File: src/rtl/approx_add_sweep_ctrl_if.sv
// LUT-entry stream from the sweep sequencer to the LUT writer (valid/ready).
interface approx_add_sweep_ctrl_if #(
    parameter int W = 8
);
    logic             lut_valid;
    logic             lut_ready;
    logic [2*W-1:0]   lut_addr;
    logic [W:0]       lut_data;

    modport master (
        output lut_valid,
        output lut_addr,
        output lut_data,
        input  lut_ready
    );

    modport slave (
        input  lut_valid,
        input  lut_addr,
        input  lut_data,
        output lut_ready
    );
endinterface

File: src/rtl/approx_add_sweep_ctrl.sv
// Exhaustive operand sweep of one approximate adder: drives {A,B}, captures the sum,
// accumulates error statistics and streams every {A,B} -> O pair as a LUT entry.
module approx_add_sweep_ctrl #(
    parameter int W     = 8,
    parameter int LAT   = 0,
    parameter int ACC_W = 32
) (
    input  logic                 clk,
    input  logic                 rst,
    input  logic                 start,
    output logic                 busy,
    output logic                 done,
    output logic [W-1:0]         dut_a,
    output logic [W-1:0]         dut_b,
    input  logic [W:0]           dut_o,
    approx_add_sweep_ctrl_if.master lut,
    output logic [2*W:0]         ep_cnt,
    output logic [W:0]           wce,
    output logic [ACC_W-1:0]     sae
);
    localparam int CW = (LAT > 0) ? $clog2(LAT + 1) : 1;

    typedef enum logic [1:0] {IDLE, DRIVE, EMIT, DONE} state_t;

    state_t           state, state_nx;
    logic [2*W-1:0]   vec;
    logic [CW-1:0]    lat_cnt;
    logic             last_drive;
    logic             vec_last;
    logic [W:0]       exact;
    logic [W:0]       err;

    // A is the upper half of the sweep counter so B wraps into A
    assign dut_a      = vec[2*W-1:W];
    assign dut_b      = vec[W-1:0];
    assign last_drive = (lat_cnt == CW'(LAT));
    assign vec_last   = &vec;
    assign exact      = {1'b0, dut_a} + {1'b0, dut_b};
    assign err        = (dut_o >= exact) ? (dut_o - exact) : (exact - dut_o);

    always_comb begin
        state_nx      = state;
        busy          = 1'b0;
        done          = 1'b0;
        lut.lut_valid = 1'b0;
        case (state)
            IDLE, DONE: begin
                done = (state == DONE);
                if (start) state_nx = DRIVE;
            end
            DRIVE: begin
                busy = 1'b1;
                if (last_drive) state_nx = EMIT;
            end
            EMIT: begin
                busy          = 1'b1;
                lut.lut_valid = 1'b1;
                if (lut.lut_ready) state_nx = vec_last ? DONE : DRIVE;
            end
            default: state_nx = IDLE;
        endcase
    end

    always_ff @(posedge clk) begin
        if (rst) state <= IDLE;
        else     state <= state_nx;
    end

    always_ff @(posedge clk) begin
        if (rst) begin
            vec          <= '0;
            lat_cnt      <= '0;
            lut.lut_addr <= '0;
            lut.lut_data <= '0;
            ep_cnt       <= '0;
            wce          <= '0;
            sae          <= '0;
        end else begin
            case (state)
                IDLE, DONE: begin
                    if (start) begin
                        vec     <= '0;
                        lat_cnt <= '0;
                        ep_cnt  <= '0;
                        wce     <= '0;
                        sae     <= '0;
                    end
                end
                DRIVE: begin
                    if (last_drive) begin
                        lat_cnt      <= '0;
                        lut.lut_addr <= vec;
                        lut.lut_data <= dut_o;
                        if (err != '0) ep_cnt <= ep_cnt + (2*W+1)'(1);
                        if (err > wce) wce <= err;
                        sae <= sae + ACC_W'(err);
                    end else begin
                        lat_cnt <= lat_cnt + CW'(1);
                    end
                end
                EMIT: begin
                    if (lut.lut_ready && !vec_last) vec <= vec + (2*W)'(1);
                end
                default: ;
            endcase
        end
    end
endmodule

File: src/flat_wrapper.sv
// flat-port wrapper written by rule: the top's interface ports become plain ports
module approx_add_sweep_ctrl_flat 
#(
    parameter int W     = 8,
    parameter int LAT   = 0,
    parameter int ACC_W = 32
)
  (clk, rst, start, busy, done, dut_a, dut_b, dut_o, ep_cnt, wce, sae, lut_lut_valid, lut_lut_addr, lut_lut_data, lut_lut_ready);
  approx_add_sweep_ctrl_if #(.W(W)) lut_i ();
  input  logic clk;
  input  logic rst;
  input  logic start;
  output logic busy;
  output logic done;
  output logic [W-1:0] dut_a;
  output logic [W-1:0] dut_b;
  input  logic [W:0] dut_o;
  output logic [2*W:0] ep_cnt;
  output logic [W:0] wce;
  output logic [ACC_W-1:0] sae;
  output wire logic [$bits(lut_i.lut_valid)-1:0] lut_lut_valid;
  output wire logic [$bits(lut_i.lut_addr)-1:0] lut_lut_addr;
  output wire logic [$bits(lut_i.lut_data)-1:0] lut_lut_data;
  input wire logic [$bits(lut_i.lut_ready)-1:0] lut_lut_ready;
  assign lut_lut_valid = lut_i.lut_valid;
  assign lut_lut_addr = lut_i.lut_addr;
  assign lut_lut_data = lut_i.lut_data;
  assign lut_i.lut_ready = lut_lut_ready;
  approx_add_sweep_ctrl #(.W(W), .LAT(LAT), .ACC_W(ACC_W)) u_core (.clk(clk), .rst(rst), .start(start), .busy(busy), .done(done), .dut_a(dut_a), .dut_b(dut_b), .dut_o(dut_o), .lut(lut_i), .ep_cnt(ep_cnt), .wce(wce), .sae(sae));
endmodule
File: config.mk
export PLATFORM = sky130hd
export DESIGN_NAME = approx_add_sweep_ctrl_flat
export DESIGN_NICKNAME = d
export VERILOG_FILES = /design/src/rtl/approx_add_sweep_ctrl_if.sv /design/src/rtl/approx_add_sweep_ctrl.sv /design/src/flat_wrapper.sv
export SDC_FILE = /design/constraint.sdc
export NUM_CORES = 1
export LEC_CHECK = 0
export CAP_MARGIN = 5
export CORE_MARGIN = 2
export CORE_UTILIZATION = 30
export DETAILED_ROUTE_END_ITERATION = 10
export GPL_TIMING_DRIVEN = 1
export PLACE_DENSITY = 0.53
export SLEW_MARGIN = 20
export SYNTH_ARGS = -nofsm -noshare
export SYNTH_HDL_FRONTEND = slang
export SYNTH_SLANG_ARGS = --single-unit
export TNS_END_PERCENT = 50
File: constraint.sdc
create_clock -name clk -period 7.2 [get_ports clk]
set_clock_uncertainty 0.1 [all_clocks]
set_input_delay 1.08 -clock clk [delete_from_list [all_inputs] [get_ports clk]]
set_output_delay 1.08 -clock clk [all_outputs]
set_load 0.05 [all_outputs]
# [Word-level counts from Yosys, hierarchy flattened]
# Index checks and enable logic that the tools add are counted.
[word_totals] reg_bits=102 input_bits=13 output_inout_bits=102 word_cells=69
[classes] add_sub_neg=7 n_lt_le_gt_ge=2 eq_ne=9 mux=26 bitwise_logic=1 reduce_logical=16
[ops] operator="$mux 32" count=2
[ops] operator="$pmux 32 s2" count=1
[ops] operator="$mux 17" count=3
[ops] operator="$mux 9" count=4
[ops] operator="$pmux 17 s2" count=1
[ops] operator="$add 32x9->32" count=1
[ops] operator="$mux 16" count=2
[ops] operator="$pmux 16 s2" count=1
[ops] operator="$pmux 9 s2" count=1
[ops] operator="$sub 9x9->9" count=2
[ops] operator="$add 17x1->17 const B" count=1
[ops] operator="$add 16x1->16 const B" count=1
[ops] operator="$reduce_and 16->1" count=1
[ops] operator="$add 8x8->9" count=1
[ops] operator="$ge 9x9->1" count=1
[ops] operator="$gt 9x9->1" count=1
[ops] operator="$reduce_and 3->1" count=3
[ops] operator="$reduce_bool 9->1" count=1
[ops] operator="$mux 2" count=4
[ops] operator="$reduce_and 4->1" count=2
[ops] operator="$ne 2x1->1 const B" count=3
[ops] operator="$ne 2x2->1 const B" count=3
[ops] operator="$pmux 2 s3" count=1
[ops] operator="$mux 1" count=5
[ops] operator="other kinds (11)" count=15

# [Depth between registers and ports, before layout]
[depth] word_depth=7 depth_mapped=29 depth_no_buf=27

# [Least setup slack after synthesis]
# No wires, ideal clock.
[synth_timing] kind="flip-flop to flip-flop" start="reg u_core.vec[8]" end="reg u_core.sae[28]" setup_ps=70 arrival_time_ps=5626 t_required_ps=7030 path_slack_ps=1404 path_stages_with_launch=27 n_path_buf=1 period_less_slack_ps=5796 path_cell_list="dfxtp_1 > ha_1 > inv_1 > fa_1 > inv_1 > a21oi_1 > o21bai_1 > a21oi_1 > o21bai_1 > xor2_1 > ha_1 > a211oi_1 > nor2_1 > or3_1 > buf_6 > mux2_1 > o22ai_1 > inv_1 > ha_1 > a21o_1 > a31oi_1 > o21ai_1 > a21oi_1 > nor2_1 > nand3b_1 > or3_1 > a21oi_1"
[synth_via] elab_chain_len=6 elab_cells_between_ends=8 classes_between="add/sub: 4; order compare: 1; mux: 3"
[synth_lines] item="start, declared" line="approx_add_sweep_ctrl.sv:26" text="logic [2*W-1:0] vec;"
[synth_lines] item="start signal, assigned" line="approx_add_sweep_ctrl.sv:102" text="if (lut.lut_ready && !vec_last) vec <= vec + (2*W)'(1);"
[synth_lines] item="$add 8x8->9 (*)" line="approx_add_sweep_ctrl.sv:38" text="assign exact = {1'b0, dut_a} + {1'b0, dut_b};"
[synth_lines] item="$sub 9x9->9 / $ge 9x9->1 (equally long branches)" line="approx_add_sweep_ctrl.sv:39" text="assign err = (dut_o >= exact) ? (dut_o - exact) : (exact - dut_o);"
[synth_lines] item="$mux 9 (*)" line="approx_add_sweep_ctrl.sv:39"
[synth_lines] item="$add 32x9->32 (*)" line="approx_add_sweep_ctrl.sv:96" text="sae <= sae + ACC_W'(err);"
[synth_lines] item="$mux 32 (*)" line="approx_add_sweep_ctrl.sv:90" text="if (last_drive) begin"
[synth_lines] item="$pmux 32 s2 (*)" line="approx_add_sweep_ctrl.sv:79" text="case (state)"
[synth_lines] item="end signal, assigned" line="approx_add_sweep_ctrl.sv:96"
[synth_lines] item="end, declared" line="approx_add_sweep_ctrl.sv:19" text="output logic [ACC_W-1:0] sae"
# Every way passes the cells marked *; elsewhere a longest branch is shown, timed or not. The select of a mux whose other input is x is not followed.
# A chain may end at the register's enable or synchronous reset.

# [Worst setup path in the final report]
# Same ends and word-level chain as after synthesis.

==> impl.org <==
** Pwr
- Internal power of the cells :: 979 uW
- Of the total power, combinational logic draws 24.7%.
- The completed layout was analyzed and its total power is 1.44 mW.
- Switching share of power :: 32.0%
- Peak ir drop on the vdd network :: 0.000101 V
- Sequential cells burn 40.9% of the power.
- Dividing total power by cell area gives a power density of 183 mW/mm2.
- Pleak :: 2.96 nW
- Of the total power, the clock network draws 34.4%.
- Summed over all nets, the switching power comes to 461 uW.

** Placed design
- Pre-CTS setup slack :: 1.12 ns
- Detailed placement finished with a half-perimeter wire length of 12500 um.
- Port buffer count :: 114
- Gpl congestion :: 0.839
- Number of placed instances, taps included :: 1095

** STA
- After routing, the total negative slack on setup checks comes to 0 ns.
- Final critical delay including setup and external delays :: 6.10 ns
- Final count of negative-setup-slack endpoints :: 0
- Max-slew violations :: 0
- Headroom to the max-slew limit came out at 34.2%.
- Fin worst setup slack :: 1.10 ns
- The number of hold violations in the final report came to 0.
- Part of the cycle the worst path needs :: 84.7%
- Highest clock rate :: 0.164 GHz
- At the pin with the least slew margin, the transition time is 0.987 ns.
- Setup repair after global routing left no endpoint under its margin.

** Detailed routing
- Vias :: 5498
- Antenna Violating Nets Remaining :: 0
- In the final routed layout, each cell accounts on average for 14.9 um.
- DR DRC count :: 0
- Detailed-route wire length :: 16600 um
- Starting DRC count in detailed routing :: 242
- Count of TritonRoute iterations in the first routing pass :: 4
- After detailed routing, the number of vias per cell comes to 4.95.

** Setup path
- Together, buffers and inverters on the worst path number 4.
- In this run the critical register-to-register path is captured at u_core.sae[28]$_SDFFE_PP0P_.
- Cell seen most often among critical-path stages :: sky130_fd_sc_hd__a21oi_1
- The worst setup path is captured at a register.
- Worst reg2reg path depth :: 28
- The slowest stage of the critical path is the sky130_fd_sc_hd__ha_1 cell.
- In this run the critical register-to-register path is launched from u_core.vec[8]$_SDFFE_PP0P_.
- Register-to-Register Setup Slack :: 1.10 ns
- Top Family by Delay on Critical Path :: simple AND/OR/NAND/NOR gates
- STA classifies the critical path startpoint as a register.
- The worst setup path is of the register to register kind.
- Critical path required time :: 7.39 ns
- Of all nets on the critical path, the largest fanout is 13.
- In this design, the stage delay of the slowest critical-path cell is 0.53 ns.
- Data arrives at the worst endpoint at 6.28 ns.

** Global routing
- Summed over all layers, the global routing overflow is 0.
- Global routing used 23.3% of the available met2 tracks.
- Met1 Track Usage GR :: 21.4%
- The initial antenna violation count came to 0.
- met2 is the most crowded layer.
- The number of global-route vias before repair is 5169.
- Across every metal layer, demand over resource in global routing totals 15.2%.
- Global routing used 4.29% of the available met3 tracks.
- Largest net degree at the start of global routing :: 53
- The first global-routing pass estimated 27000 um of wire.

** Logic synthesis
- Gate Count Post-Synth :: 736
- Counting flops and latches in the post-synthesis netlist gives 101.
- Synthesis Warnings :: 0
- Most used flip-flop cell after synthesis :: sky130_fd_sc_hd__dfxtp_1
- Number of different library cells in the post-synthesis netlist :: 68
- The synthesized design contains 0 enable-type register cells.
- Fraction of the yosys area taken by sequential cells :: 32.5%
- Counting every net in the synthesized netlist gives 806.
- Mapped Area :: 0.00622 mm2
- In the synthesized netlist the async set-or-reset flop fraction comes to 0%.
- Each instance of the synthesized netlist takes up on average 8.45 um2.

** Floorplan
- 115 I/O pins were placed.
- Initial core utilization :: 30.6%
- Die X :: 148 um
- Die outline area :: 0.0219 mm2
- Number of placement rows :: 52
- Area of the placeable core :: 0.0203 mm2
- Vert. Die Dim :: 148 um

** Clock network
- The tree is rooted in a sky130_fd_sc_hd__clkbuf_16.
- CTS tree :: built
- Number of gates resized after cts :: 0
- Worst-skew pair later-pin latency :: 0.35 ns
- TritonCTS Sinks :: 101
- Max H-tree Level :: 3
- Max clock buf depth :: 2
- Clock-pin slew was measured on the worst setup and hold paths at 0.07 ns.
- Buffers added to address setup during post-CTS repair amount to 0.
- Counting the buffers created by CTS gives 9.
- Hold repair after CTS inserted 0 buffers.

** Run
- Max-capacitance violation count :: 0

** Final layout
- Leaving out filler cells and counting taps, the final layout contains 1111.
- Nets :: 906
- Layout overhead on the synthesized area :: 26.9%
- Number of inserted filler cells in the final layout :: 2129
- Share of post-route cells with drive strength above 1 :: 4.88%
- Fraction of the core area covered by cells at the end of the flow :: 38.9%
- The number of antenna diodes in the final layout is 0.
- Highest-count cells in the layout ignoring fill and taps :: 113 x sky130_fd_sc_hd__clkdlybuf4s50_1, 101 x sky130_fd_sc_hd__dfxtp_1, 84 x sky130_fd_sc_hd__nor2_1
- Leaving out fill and tap cells, the most frequent cell in the layout is sky130_fd_sc_hd__clkdlybuf4s50_1.

** Worst hold path
- Hold crit path type :: register to register
- Worst hold path cell count :: 2
- The startpoint identified for the worst hold timing path is u_core.lut.lut_addr[8]$_SDFFE_PP0P_.
- The worst hold path terminates at u_core.lut.lut_addr[8]$_SDFFE_PP0P_.

** Run status
- The run finished with clean final reports.
==> state kept, by name (all words and copies together), names as in the netlist <==
signal	flops
u_core.ep_cnt	17
u_core.lut.lut_addr	16
u_core.lut.lut_data	9
u_core.sae	32
u_core.state	2
u_core.vec	16
u_core.wce	9
==> through the flow <==
step	hold slack [ns]	instance area, um2
after floorplan	0.365	6220
after global placement	0.374	7590
after detailed placement	0.382	7590
after CTS	0.405	7890
after global routing	0.427	7890
final	0.396	7890
==> power groups by stage <==
stage	registers [mW]	clock network [mW]	logic [mW]
detailed placement	0.603	0	0.358
floorplan	0.651	0	0.214
global route	0.592	0.535	0.393
CTS	0.590	0.515	0.359
global placement	0.603	0	0.358
finish	0.590	0.495	0.356
==> metal layers <==
metal | up-vias | part of all wire [%]
met1 | 2538 | 50
met3 | 11 | 6.2
li1 | 2819 | -
met4 | 0 | 0.89
met2 | 130 | 43
met5 | - | 0
==> tightest hold or removal path: stages, from the launching register on <==
cell and delay [ns]:
sky130_fd_sc_hd__dfxtp_1 0.33, sky130_fd_sc_hd__mux2i_1 0.06, sky130_fd_sc_hd__nor2_1 0.07
==> synthesized netlist by cell type (3+ instances only) <==
| master | count | area share, % |
|---|---|---|
| sky130_fd_sc_hd__dfxtp_1 | 101 | 33 |
| sky130_fd_sc_hd__nor2_1 | 84 | 5.1 |
| sky130_fd_sc_hd__inv_1 | 55 | 3.3 |
| sky130_fd_sc_hd__ha_1 | 53 | 11 |
| sky130_fd_sc_hd__nand2_1 | 43 | 2.6 |
| sky130_fd_sc_hd__a21oi_1 | 38 | 3.1 |
| sky130_fd_sc_hd__mux2i_1 | 28 | 4.5 |
| sky130_fd_sc_hd__nand3_1 | 25 | 2.0 |
| sky130_fd_sc_hd__xnor2_1 | 24 | 3.4 |
| sky130_fd_sc_hd__clkbuf_1 | 22 | 1.3 |
| sky130_fd_sc_hd__o21ai_0 | 21 | 1.7 |
| sky130_fd_sc_hd__xor2_1 | 19 | 2.7 |
| sky130_fd_sc_hd__nand4_1 | 16 | 1.6 |
| sky130_fd_sc_hd__a21o_1 | 14 | 1.7 |
| sky130_fd_sc_hd__nor3_1 | 13 | 1.0 |
| sky130_fd_sc_hd__or3_1 | 13 | 1.3 |
| sky130_fd_sc_hd__and3_1 | 11 | 1.1 |
| sky130_fd_sc_hd__a22oi_1 | 10 | 1.2 |
| sky130_fd_sc_hd__o211ai_1 | 10 | 1.2 |
| sky130_fd_sc_hd__nor4_1 | 8 | 0.80 |
| sky130_fd_sc_hd__and2_1 | 7 | 0.70 |
| sky130_fd_sc_hd__nand3b_1 | 7 | 0.85 |
| sky130_fd_sc_hd__o21bai_1 | 7 | 0.85 |
| sky130_fd_sc_hd__o32ai_1 | 7 | 0.99 |
| sky130_fd_sc_hd__or4_1 | 7 | 0.85 |
| sky130_fd_sc_hd__a211oi_1 | 6 | 0.72 |
| sky130_fd_sc_hd__a31oi_1 | 6 | 0.60 |
| sky130_fd_sc_hd__buf_2 | 6 | 0.48 |
| sky130_fd_sc_hd__nand4b_1 | 6 | 0.85 |
| sky130_fd_sc_hd__nor2b_1 | 6 | 0.60 |
| sky130_fd_sc_hd__o21ai_1 | 6 | 0.48 |
| sky130_fd_sc_hd__o21a_1 | 5 | 0.60 |
| sky130_fd_sc_hd__fa_1 | 4 | 1.3 |
| sky130_fd_sc_hd__a311oi_1 | 3 | 0.42 |
| sky130_fd_sc_hd__a41oi_1 | 3 | 0.42 |
| sky130_fd_sc_hd__buf_6 | 3 | 0.54 |
| sky130_fd_sc_hd__nor3b_1 | 3 | 0.36 |
==> cell families (layout without fill, tap and decap cells) <==
logic type | after synthesis | after routing | synth area share [%]
and+or+nand+nor | 262 | 262 | 21.5
adders and majority gates | 57 | 57 | 12.0
DFF | 101 | 101 | 32.5
xor gates and xnor gates | 43 | 43 | 6.06
muxes | 30 | 30 | 4.93
buffers and inverters | 88 | 193 | 5.98
AOI/OAI and AO/OA | 155 | 155 | 17.1
==> final cells by class <==
cell class / instances / area, um2 / share of cell area [%]
flip-flops and latches: 101 / 2020 / 25.6
clock inverters: 6 / 62.6 / 0.793
multi-input cells: 547 / 3830 / 48.5
clock buffers: 10 / 239 / 3.03
repair buffers: 121 / 1190 / 15.1
inverters: 56 / 210 / 2.66
well taps: 270 / 338 / 4.28
==> worst max path at each step <==
stage | endpoint | depth (start not counted) | startpoint
6_report | u_core.sae[28]$_SDFFE_PP0P_ | 28 | u_core.vec[8]$_SDFFE_PP0P_
5_1_grt | u_core.sae[24]$_SDFFE_PP0P_ | 26 | u_core.vec[0]$_SDFFE_PP0P_
4_1_cts | u_core.sae[30]$_SDFFE_PP0P_ | 26 | u_core.vec[0]$_SDFFE_PP0P_
3_5_place_dp | u_core.sae[30]$_SDFFE_PP0P_ | 26 | u_core.vec[0]$_SDFFE_PP0P_
3_3_place_gp | u_core.sae[28]$_SDFFE_PP0P_ | 27 | u_core.vec[9]$_SDFFE_PP0P_
2_1_floorplan | u_core.sae[28]$_SDFFE_PP0P_ | 26 | u_core.vec[8]$_SDFFE_PP0P_
Note: power is estimated with default switching activity, not from simulation.
==> RTL edit 1: new RTL, same settings <==
The 4 states of `state_t` get a one-hot encoding in 4 bits.
--- a/src/rtl/approx_add_sweep_ctrl.sv
+++ b/src/rtl/approx_add_sweep_ctrl.sv
@@ -20,7 +20,7 @@
 );
     localparam int CW = (LAT > 0) ? $clog2(LAT + 1) : 1;
 
-    typedef enum logic [1:0] {IDLE, DRIVE, EMIT, DONE} state_t;
+    typedef enum logic [3:0] {IDLE = 4'b0001, DRIVE = 4'b0010, EMIT = 4'b0100, DONE = 4'b1000} state_t;
 
     state_t           state, state_nx;
     logic [2*W-1:0]   vec;
Formal check against the unedited RTL: same outputs for any inputs over 4 cycles, from zero or initial values and one cycle with rst high; so few cycles prove little.
==> RTL edit 1 against the original RTL <==
Sequential power hardly changed; combinational power is 31% lower; sequential cell count is 2 higher; sequential share of layout area is 1.2 points lower; routed wire length is 22% higher; largest power group unchanged; via count is 18% higher; worst setup slack worse by 0.35 ns; clock power is 11% higher; final area is 7.2% higher; total power is 3.9% lower; synthesized area is 8.5% higher.
==> RTL edit 1: results (changes against the original RTL) <==
[worst_setup_path]
r2r_cells = 24  ; was 28
crit_fanout = 11  ; was 13
r2r_end = u_core.sae[26]  ; was u_core.sae[28]
critPathArrivalTime_ns = 6.60  ; was 6.28 ns
rrSetupSlack_ns = 0.75  ; was 1.10 ns
crit_start = u_core.vec[8]  ; unchanged

[run_status]
run_status = completed  ; unchanged

[clocking]
cts-root-buf = clkbuf_16  ; unchanged
postCtsSetupRepairBufs = 0  ; unchanged
ctsResizeCount = 0  ; unchanged
cts_inserted_buffers = 9  ; unchanged
clock_latency_ns = 0.36

[routing]
wl_mm = 20.2  ; was 16.6 mm
vias = 6482  ; was 5,498
firstDrtPassIters = 6  ; was 4
drt_first_iter_violations = 413  ; was 242

[worst_hold_path]
min_to = u_core.lut.lut_addr[12]  ; was u_core.lut.lut_addr[8]
min_from = u_core.lut.lut_addr[12]  ; was u_core.lut.lut_addr[8]

[logic_synthesis]
synth.most_common_cell = nand2_1  ; was dfxtp_1
synthesis.nets = 933  ; was 806
synth_area_leaders = dfxtp_1, ha_1, a21oi_1, nand2_1, nor2_1  ; was dfxtp_1, ha_1, nor2_1, mux2i_1, xnor2_1
synth.area.mux_share = 0.0299  ; was 0.0493
synth_xor_area_frac = 0.0415  ; was 0.0606
ys_top_cells_by_count = nand2_1, dfxtp_1, a21oi_1  ; was dfxtp_1, nor2_1, inv_1
synth_compound_area_frac = 0.207  ; was 0.171
synthAdderAreaFrac = 0.103  ; was 0.120
synth_cell_type_count = 78  ; was 68
seq_area_frac_synth = 0.306  ; was 0.325

[timing]
relSlewSlack = 0.458  ; was 0.342

[finish]
drive_gt1_frac = 0.0624  ; was 0.0488
nFillCells = 2236  ; was 2,129
final_nets = 1023  ; was 906

[global_route]
grt_pass1_vias = 6005  ; was 5,169
grt_pass1_wl_mm = 32.7  ; was 27.0 mm
grtUsageTotal = 0.170  ; was 0.152
grt_max_degree = 63  ; was 53

[placement]
place.gp.congestion = 0.947  ; was 0.839
post-dp-hpwl_mm = 14.5  ; was 12.5 mm

[power_and_ir_drop]
ir_worst_vdd_mv = 0.101  ; about the same
p_leak_nw = 3.04  ; was 2.96 nW

## RTL edit 1: cell count changes after synthesis, moves of 12 or more
cell / unedited run / this run
clkbuf_1: 22 / 34
nand2_1: 43 / 117
mux2i_1: 28 / 10
nand2b_1: 2 / 20
nand3_1: 25 / 48
a21oi_1: 38 / 90
## RTL edit 1: layer usage
| layer | wire [µm] | vias to the layer above | share of wire | global-route usage |
|---|---|---|---|---|
| li1 | - | 3259 | - | - |
| met1 | 10100 | 3077 | 0.50 | 0.240 |
| met2 | 9190 | 125 | 0.45 | 0.271 |
| met3 | 684 | 21 | 0.034 | 0.0262 |
| met4 | 267 | 0 | 0.013 | 0.0458 |
| met5 | 0 | - | 0 | 0 |
## RTL edit 1: how the worst max path moves through the flow
stage / to / slack, ns / cells past startpoint
6_report: u_core.sae[26] / 0.75 / 24
3_3_place_gp: u_core.sae[26] / 0.99 / 24
3_5_place_dp: u_core.sae[28] / 0.82 / 23
4_1_cts: u_core.sae[26] / 0.78 / 23
5_1_grt: u_core.sae[26] / 0.07 / 24
2_1_floorplan: u_core.sae[31] / 1.16 / 25
## RTL edit 1: where the power goes
| group | total (W) | leakage, nW | internal (W) | switching, W |
|---|---|---|---|---|
| clock | 0.000551 | 0.154 | 0.000307 | 0.000244 |
| sequential | 0.000588 | 0.830 | 0.000576 | 0.0000113 |
| combinational | 0.000246 | 2.06 | 0.0000820 | 0.000164 |
| total | 0.00138 | 3.04 | 0.000965 | 0.000420 |
## RTL edit 1: cell type report
class	count	area [µm²]	share of cell area
multi-input cells	673	4340	0.514
flip-flops and latches	103	2060	0.244
repair buffers	123	1210	0.143
well taps	280	350	0.0414
clock buffers	9	225	0.0266
inverters	47	176	0.0209
clock inverters	6	92.6	0.0109
## RTL edit 1: through the flow
stage          cells  instance area (µm²)  hold WS (ns)  worst slack [ns]  total power (W)
4_1_cts         1241                 8460         0.359             0.784          0.00140
2_1_floorplan    867                 6750         0.485              1.16         0.000771
3_3_place_gp    1226                 8140         0.343             0.994         0.000851
6_report        1241                 8460         0.356             0.755          0.00138
3_5_place_dp    1226                 8140         0.348             0.819         0.000849
5_1_grt         1241                 8460         0.384            0.0670          0.00145
## RTL edit 1: critical path, stage by stage, from the launching register on
cell      delay [ns]
dfxtp_1         0.46
ha_1            0.21
inv_1           0.05
fa_1            0.41
inv_1           0.07
a21oi_1         0.07
o21bai_1        0.19
a21oi_1         0.10
o21bai_1        0.19
xor2_1          0.26
ha_1            0.41
nand4_1         0.20
nor2_1          0.10
a21o_1          0.25
nor2_1          0.46
mux2i_1         0.28
xnor2_1         0.15
ha_1            0.38
nand3_1         0.11
a21oi_1         0.21
o211ai_1        0.15
a21boi_0        0.42
nor2_1          0.18
or4b_2          0.68
o41ai_1         0.25
==> RTL edit 2: new RTL, same settings <==
Without the edit above. `W` is set to 8 in 3 places; all go to 6.
--- a/src/rtl/approx_add_sweep_ctrl_if.sv
+++ b/src/rtl/approx_add_sweep_ctrl_if.sv
@@ -1,6 +1,6 @@
 // LUT-entry stream from the sweep sequencer to the LUT writer (valid/ready).
 interface approx_add_sweep_ctrl_if #(
-    parameter int W = 8
+    parameter int W = 6
 );
     logic             lut_valid;
     logic             lut_ready;
--- a/src/rtl/approx_add_sweep_ctrl.sv
+++ b/src/rtl/approx_add_sweep_ctrl.sv
@@ -1,7 +1,7 @@
 // Exhaustive operand sweep of one approximate adder: drives {A,B}, captures the sum,
 // accumulates error statistics and streams every {A,B} -> O pair as a LUT entry.
 module approx_add_sweep_ctrl #(
-    parameter int W     = 8,
+    parameter int W     = 6,
     parameter int LAT   = 0,
     parameter int ACC_W = 32
 ) (
--- a/src/flat_wrapper.sv
+++ b/src/flat_wrapper.sv
@@ -1,7 +1,7 @@
 // flat-port wrapper written by rule: the top's interface ports become plain ports
 module approx_add_sweep_ctrl_flat 
 #(
-    parameter int W     = 8,
+    parameter int W     = 6,
     parameter int LAT   = 0,
     parameter int ACC_W = 32
 )
Interface: changed (7 resized); port bits go from 115 to 97. The function was not compared with the original's and may differ.
==> RTL edit 2 against the original RTL <==
Total power down 14%; final area down 20%; synthesized area down 21%; hold slack worse by 0.0096 ns; sequential cell count down 16; routed wire length down 25%; worst setup slack better by 0.16 ns; largest cell class unchanged; highest routed layer unchanged.
==> RTL edit 2: results (changes against the original RTL) <==
[placement]
portBuffers = 96  ; was 114
place.gp.congestion = 0.822  ; was 0.839
place_area_um2 = 6040  ; was 7590 µm²
post-dp-hpwl_mm = 9.25  ; was 12.5 mm
dp_cells = 849  ; was 1,095

[logic_synthesis]
synthesis.nets = 607  ; was 806
synth_area_leaders = dfxtp_1, ha_1, nor2_1, mux2i_1, xnor2_1  ; unchanged
synthAdderAreaFrac = 0.124  ; was 0.120
synth_compound_area_frac = 0.158  ; was 0.171
syn_inst = 550  ; was 736
syn_avg_cell_area_um2 = 8.89  ; was 8.45 µm²
seq_area_frac_synth = 0.348  ; was 0.325
ys_top_cells_by_count = nor2_1, dfxtp_1, ha_1  ; was dfxtp_1, nor2_1, inv_1

[global_route]
grt_max_degree = 40  ; was 53
grt_pass1_vias = 4155  ; was 5,169
grt_pass1_wl_mm = 20.9  ; was 27.0 mm

[routing]
drt_first_iter_violations = 228  ; was 242
vias_per_cell = 4.83  ; was 4.95
routedWlPerCell_um = 14.4  ; was 14.9 µm

[finish]
seq_share = 0.269  ; was 0.256
multi_input_area_share = 0.464  ; was 0.485
reg.largest.list = u_core.sae x32, u_core.ep_cnt x13  ; was u_core.sae x32, u_core.ep_cnt x17
fin_cells = 864  ; was 1,111
drive_gt1_frac = 0.0432  ; was 0.0488
nFillCells = 1598  ; was 2,129
nClkBuffers = 12  ; was 10
signal_buffers = 99  ; was 121

[timing]
max_freq_mhz = 168  ; was 164 MHz
relSlewSlack = 0.309  ; was 0.342

[worst_setup_path]
critPathSlowestCell = a21oi_1  ; was ha_1
rrSetupSlack_ns = 1.26  ; was 1.10 ns
critPathArrivalTime_ns = 6.06  ; was 6.28 ns
r2r_cells = 21  ; was 28

[run_status]
run_status = completed  ; unchanged

[power_and_ir_drop]
ir_worst_vdd_mv = 0.110  ; was 0.101 mV

[RTL edit 2: changes by cell type after synthesis, sizes merged, moves of 10 or more]
cell    delta
nand2     -25
a21oi     -17
inv       -17
dfxtp     -16
ha        -11
clkbuf    -10
[RTL edit 2: logic make-up (layout without fill, tap and decap cells)]
| kind of cell | Yosys count | count (layout) |
|---|---|---|
| adder cells (fa/ha/maj) | 46 | 46 |
| AND/OR/NAND/NOR | 190 | 190 |
| flip-flops | 85 | 85 |
| XOR/XNOR | 43 | 43 |
| buffers and inverters | 55 | 153 |
| AO/OA/AOI/OAI | 106 | 106 |
| multiplexers | 25 | 25 |
[RTL edit 2: worst min-delay path by stage]
stage	start	endpoint	slack (ns)	cells past startpoint
after detailed placement	u_core.lut.lut_data[0]	u_core.lut.lut_data[0]	0.38	2
after CTS	u_core.lut.lut_data[0]	u_core.lut.lut_data[0]	0.39	2
after global placement	u_core.lut.lut_data[3]	u_core.lut.lut_data[3]	0.37	2
after floorplan	u_core.state[1]	u_core.state[1]	0.36	2
after global routing	u_core.ep_cnt[11]	u_core.ep_cnt[11]	0.42	2
final	u_core.lut.lut_data[0]	u_core.lut.lut_data[0]	0.39	2
[RTL edit 2: power by group through the flow]
stage,Clock (W),Sequential [W],Combinational (W)
CTS,0.000482,0.000494,0.000279
global route,0.000498,0.000496,0.000304
global placement,0,0.000505,0.000274
finish,0.000462,0.000494,0.000276
detailed placement,0,0.000505,0.000278
floorplan,0,0.000541,0.000170
[RTL edit 2: per-layer routing]
metal | vias up | wire (µm) | GRT usage
li1 | 2107 | - | -
met5 | - | 0 | 0
met2 | 97 | 5880 | 0.249
met3 | 7 | 661 | 0.0436
met1 | 1964 | 5830 | 0.185
met4 | 0 | 82 | 0.0380
